### src/rtl/mem_arbiter.sv
// Fixed-priority arbiter sharing one single-ported memory between the IF and MEM stages.
// Each grant holds the memory for LATENCY busy cycles, then pulses the requester's ack for one cycle.
module mem_arbiter #(
    parameter int ADDR_W  = 16,
    parameter int DATA_W  = 16,
    parameter int LATENCY = 4
) (
    input  logic              clk,
    input  logic              rst_n,
    input  logic              i_req,
    input  logic [ADDR_W-1:0] i_addr,
    output logic [DATA_W-1:0] i_rdata,
    output logic              i_ack,
    input  logic              d_req,
    input  logic              d_wr,
    input  logic [ADDR_W-1:0] d_addr,
    input  logic [DATA_W-1:0] d_wdata,
    output logic [DATA_W-1:0] d_rdata,
    output logic              d_ack,
    output logic              mem_en,
    output logic              mem_wr,
    output logic [ADDR_W-1:0] mem_addr,
    output logic [DATA_W-1:0] mem_wdata,
    input  logic [DATA_W-1:0] mem_rdata,
    output logic              stall_if,
    output logic              stall_mem,
    output logic [2:0]        o_dbg_state
);

    localparam int CNT_W = $clog2(LATENCY) + 1;
    localparam logic [CNT_W-1:0] CNT_LOAD = CNT_W'(LATENCY - 1);

    typedef enum logic [2:0] {
        IDLE   = 3'd0,
        BUSY_I = 3'd1,
        BUSY_D = 3'd2,
        ACK_I  = 3'd3,
        ACK_D  = 3'd4
    } state_t;

    state_t            r_state;
    logic [CNT_W-1:0]  r_cnt;
    logic              r_mem_en;
    logic              r_mem_wr;
    logic [ADDR_W-1:0] r_mem_addr;
    logic [DATA_W-1:0] r_mem_wdata;
    logic [DATA_W-1:0] r_i_rdata;
    logic [DATA_W-1:0] r_d_rdata;
    logic              r_i_ack;
    logic              r_d_ack;

    // Handshake: a req is a level held until its ack; the ack is a single-cycle pulse
    // in the ACK state, where no new grant is made so the held req is never re-served.
    always_ff @(posedge clk or negedge rst_n) begin
        if (!rst_n) begin
            r_state     <= IDLE;
            r_cnt       <= '0;
            r_mem_en    <= 1'b0;
            r_mem_wr    <= 1'b0;
            r_mem_addr  <= '0;
            r_mem_wdata <= '0;
            r_i_rdata   <= '0;
            r_d_rdata   <= '0;
            r_i_ack     <= 1'b0;
            r_d_ack     <= 1'b0;
        end else begin
            r_i_ack <= 1'b0;
            r_d_ack <= 1'b0;
            case (r_state)
                IDLE: begin
                    // Data port wins: it belongs to the older instruction.
                    if (d_req) begin
                        r_mem_addr  <= d_addr;
                        r_mem_wdata <= d_wdata;
                        r_mem_wr    <= d_wr;
                        r_mem_en    <= 1'b1;
                        r_cnt       <= CNT_LOAD;
                        r_state     <= BUSY_D;
                    end else if (i_req) begin
                        r_mem_addr <= i_addr;
                        r_mem_wr   <= 1'b0;
                        r_mem_en   <= 1'b1;
                        r_cnt      <= CNT_LOAD;
                        r_state    <= BUSY_I;
                    end
                end
                BUSY_I, BUSY_D: begin
                    if (r_cnt != '0) begin
                        r_cnt <= r_cnt - 1'b1;
                    end else begin
                        r_mem_en <= 1'b0;
                        if (r_state == BUSY_I) begin
                            r_i_rdata <= mem_rdata;
                            r_i_ack   <= 1'b1;
                            r_state   <= ACK_I;
                        end else begin
                            r_d_rdata <= mem_rdata;
                            r_d_ack   <= 1'b1;
                            r_state   <= ACK_D;
                        end
                    end
                end
                ACK_I, ACK_D: r_state <= IDLE;
                default:      r_state <= IDLE;
            endcase
        end
    end

    assign i_rdata     = r_i_rdata;
    assign i_ack       = r_i_ack;
    assign d_rdata     = r_d_rdata;
    assign d_ack       = r_d_ack;
    assign mem_en      = r_mem_en;
    assign mem_wr      = r_mem_wr;
    assign mem_addr    = r_mem_addr;
    assign mem_wdata   = r_mem_wdata;
    assign stall_if    = i_req & ~r_i_ack;
    assign stall_mem   = d_req & ~r_d_ack;
    assign o_dbg_state = r_state;

endmodule

### config.mk
export PLATFORM = sky130hd
export DESIGN_NAME = mem_arbiter
export DESIGN_NICKNAME = d
export VERILOG_FILES = /design/src/rtl/mem_arbiter.sv
export SDC_FILE = /design/constraint.sdc
export NUM_CORES = 1
export LEC_CHECK = 0
export ABC_AREA = 1
export BUFFER_PORTS_ARGS = -buffer_cell sky130_fd_sc_hd__buf_4
export CORE_MARGIN = 2
export CORE_UTILIZATION = 45
export DETAILED_ROUTE_END_ITERATION = 16
export GPL_TIMING_DRIVEN = 0
export PLACE_DENSITY_LB_ADDON = 0.1
export SLEW_MARGIN = 0
export SYNTH_ARGS = -nofsm -noshare
export SYNTH_HDL_FRONTEND = slang
export SYNTH_SLANG_ARGS = --single-unit
export TNS_END_PERCENT = 50
### constraint.sdc
create_clock -name clk -period 2.55 [get_ports clk]
set_input_delay 0.6375 -clock clk [delete_from_list [all_inputs] [get_ports clk]]
set_output_delay 0.6375 -clock clk [all_outputs]
set_load 0.01 [all_outputs]
### Yosys cells after proc, flatten, opt, wreduce, memory -nomap -nowiden

Cells that the tools add are included.

| word-level totals | value |
|---|---|
| register bits after elaboration | 74 |
| output and inout bits | 73 |

| operators by class | value |
|---|---|
| $add $sub $neg | 1 |
| eq/ne operators | 5 |
| mux-type cells | 23 |
| bitwise operators | 6 |
| reduce and logical (&&, ||, !) cells | 12 |

Operator list:

| cell | count |
|---|---|
| 2-to-1 mux 16 bit | 2 |
| 2-to-1 mux 3 bit | 7 |
| one-hot mux 3 bit (2 select lines) | 2 |
| AND reduction 3 bit | 4 |
| 2-to-1 mux 1 bit | 11 |
| AND reduction 2 bit | 3 |
| != test 2 bit (second input constant) | 2 |
| NOT 1 bit | 4 |
| nonzero test 2 bit | 2 |
| equality test 3 x 1 -> 1 bit (second input constant) | 1 |
| equality test 3 x 2 -> 1 bit (second input constant) | 1 |
| logical NOT 3 bit | 1 |
| != test 3 bit (second input constant) | 1 |
| nonzero test 3 bit | 1 |
| subtractor 3 x 1 -> 3 bit (second input constant) | 1 |
| bitwise AND 1 bit | 2 |
| one-hot mux 1 bit (2 select lines) | 1 |
| OR reduction 2 bit | 1 |

### Longest topological paths before layout

| depth | value |
|---|---|
| depth after elaboration | 4 |
| gate-level depth with buffers | 8 |

### Worst setup path after synthesis

Ideal clock, no wire load.

| timing | value |
|---|---|
| path type | input to output |
| start point | input d_req |
| end point | output stall_mem |
| arrival | 1.156 ns |
| required time | 1.913 ns |
| path slack | 0.757 ns |
| stages on the path | 4 |
| buffers on the path | 2 |
| cell sequence | buf_4 -> inv_2 -> clkbuf_1 -> nor2_1 |

| on the way | value |
|---|---|
| longest elaborated chain between the ends | 1 |

Ends and longest elaborated chain:

| what | line | source |
|---|---|---|
| start: declaration | 14 | `input logic d_req,` |
| bitwise AND 1 bit | 118 | `assign stall_mem = d_req & ~r_d_ack;` |
| end: declaration | 26 | `output logic stall_mem,` |

No other way between the ends.

### Worst setup path after layout

Ends and elaborated chain as after synthesis.

==> reports/metrics.cfg <==
[status]
outcome=finished clean

[critical_path]
worstSetupPathType=primary input to output pin
slowest_stage=clkbuf_1
cp-end-kind=output pin
setup.worst_path.start_class=primary input
cp.buffers_inverters=4
crit_top_cell=buf_4
worstPathCellList=buf_4 > inv_2 > clkbuf_1 > nor2_1 > buf_4
crit_family=buffers and inverters
crit_required_ps=1910
cp_max_fo=10
arrival_ps=1500
max_stage_delay_ps=350

[power]
switchingPower_w=0.00202
p_sw_share_pct=37.4
leakage_nw=2.47
power.internal_w=0.00337
pwr-share-comb_pct=45.3
power_density_nw_per_um2=1210
clkPwrFrac_pct=16.1
p_seq_share_pct=38.5
max-vdd-ir-drop_uv=684

[place]
port_buffers=140
dpl.hpwl_um=5530
dp_slack_ps=380
dp.cells=560
finalWeightedCongestion=0.799

[final_layout]
layout_common_cells=buf_4, nand2_1, dfrtp_1
layoutNonFillerInstCount=576
antenna_cells_inserted=0
layout.nets=562
syn2layout_area_growth_pct=43.0
final_util_pct=65.9
fillers=597
drive_gt1_share_pct=37.7
layout_commonest_cell=buf_4

[clocking]
clock_path_buffers=2
clock-root-buffer=clkbuf_8
post_cts_resize_count=0
hold_buffers=0
clock-sinks=74
cts_tree=built
post_cts_buffers=0
cts_buffers=9
insertion_delay_ps=340
clk_pin_slew_ps=70
ctsHtreeMaxLevel=3

[synthesis]
yosysUniqueCellTypes=20
synth.top_cell.area_share_pct=59.5
synth.largest_area_cell=dfrtp_1
avgSynthCellArea_um2=9.15
seq_area_frac_synth_pct=59.5
yosysWarnings=0
syn_inst=340
synthesis.area_um2=3110
syn_nets=411
synthTopCellsByArea=dfrtp_1, nand2_1, o21ai_0
yosys_register_bits=74

[global_routing]
grt_max_degree=75
grt-ovfl-total=0
grt_pass1_vias=2582
antenna_found_initial=0
grt_pass1_wl_um=12100
grt_use_total_pct=20.3

[drt]
drt_pre_antenna_iters=4
postRouteAntennaNets=0
drc_errors=0
wire_per_inst_um=13.2
drt-total-wl_um=7610
via_per_inst=4.78
vias=2754
drt_iter0_drc=81

[sta]
finalCriticalPeriod_ps=2140
slew_headroom_pct=39.3
min_period_over_period_pct=83.7
hold_viol_final=0
grt_setup_unrepaired=false
final.setup.tns_ps=0
setup_viol=0
worst_slack_ps=415
finalClockSkew_ps=10.3
slew_violations=0
fmax_ghz=0.468
worst_pin_slew_ps=911

[floorplanning]
row_count=30
dieArea_um2=7600
start_util_pct=46.1
die_w_um=87.2
die_h_um=87.2
coreArea_um2=6760
io_pins=142

[worst_hold_path]
hp-class=primary input to asynchronous set/reset pin

[flow_run]
cap_violations=0

[per-stage QoR]
step,instance area (um^2),hold slack [ps],total power [W]
floorplan,3110,342,0.00331
global placement,4260,456,0.00451
detailed placement,4260,459,0.00457
CTS,4450,474,0.00545
global route,4450,505,0.00580
finish,4450,435,0.00539
[power groups by stage]
stage	combinational (W)	sequential, W	clock [W]
2_1_floorplan	0.000989	0.00233	0
3_3_place_gp	0.00243	0.00207	0
3_5_place_dp	0.00248	0.00208	0
4_1_cts	0.00248	0.00208	0.000889
5_1_grt	0.00272	0.00215	0.000932
6_report	0.00244	0.00208	0.000868
[synthesized netlist by cell type, drive strengths merged]
library cell and instances:
buf 9, nand3b 3, nor2 5, clkbuf 7, nand3 23, nand4 3, o211ai 16, or2 16
dfrtp 74, o21ai 34, nand2 116, inv 32, ha 2
[path summary, 6_finish.rpt]
check	from	endpoint	slack, ps	cells after the start
setup / recovery	d_req	stall_mem	410	5
hold / removal	rst_n	mem_addr[4]$_DFFE_PN0P_	430	1
setup reg to reg	r_cnt[0]$_DFFE_PN0P_	i_rdata[15]$_DFFE_PN0P_	830	6
hold reg to reg	mem_wdata[12]$_DFFE_PN0P_	mem_wdata[12]$_DFFE_PN0P_	480	2
max in group asynchronous	rst_n	i_rdata[7]$_DFFE_PN0P_	1520	1
min in group clk	mem_wdata[12]$_DFFE_PN0P_	mem_wdata[12]$_DFFE_PN0P_	480	2
[state kept, by name (all words and copies together), names as in the netlist]
signal,count
d_ack,1
d_rdata,16
i_ack,1
i_rdata,16
mem_addr,16
mem_en,1
mem_wdata,16
mem_wr,1
o_dbg_state,3
r_cnt,3
[worst reg2reg max path, cell delays in order, from the launching register on]
cell and delay (ps):
dfrtp_1 380, inv_1 50, ha_1 200, ha_1 230
nand3_1 200, clkbuf_1 390, o21ai_0 150
[final cells by class]
type,instances,area (um^2),area share (%)
Timing Repair Buffer,140,1050,23.6
Sequential cell,74,1850,41.6
Buffer,16,87.6,1.97
Tap cell,80,100,2.25
Multi-Input combinational cell,218,1050,23.7
Inverter,32,120,2.70
Clock inverter,5,55.1,1.24
Clock buffer,11,131,2.95
[layer usage]
| layer | share of wire, % | GRT usage, % |
|---|---|---|
| met4 | 1.2 | 7.55 |
| met3 | 8.0 | 4.83 |
| met5 | 0 | 0 |
| met1 | 46 | 27.7 |
| met2 | 45 | 31.6 |
[cells by family after synthesis]
group,after synthesis,synth area share [%]
and+or+nand+nor,166,23.7
adders and majority gates,2,0.804
buffers and inverters,48,6.67
DFF,74,59.5
AOI/OAI and AO/OA,50,9.33
Note: power is estimated with default switching activity, not from simulation.
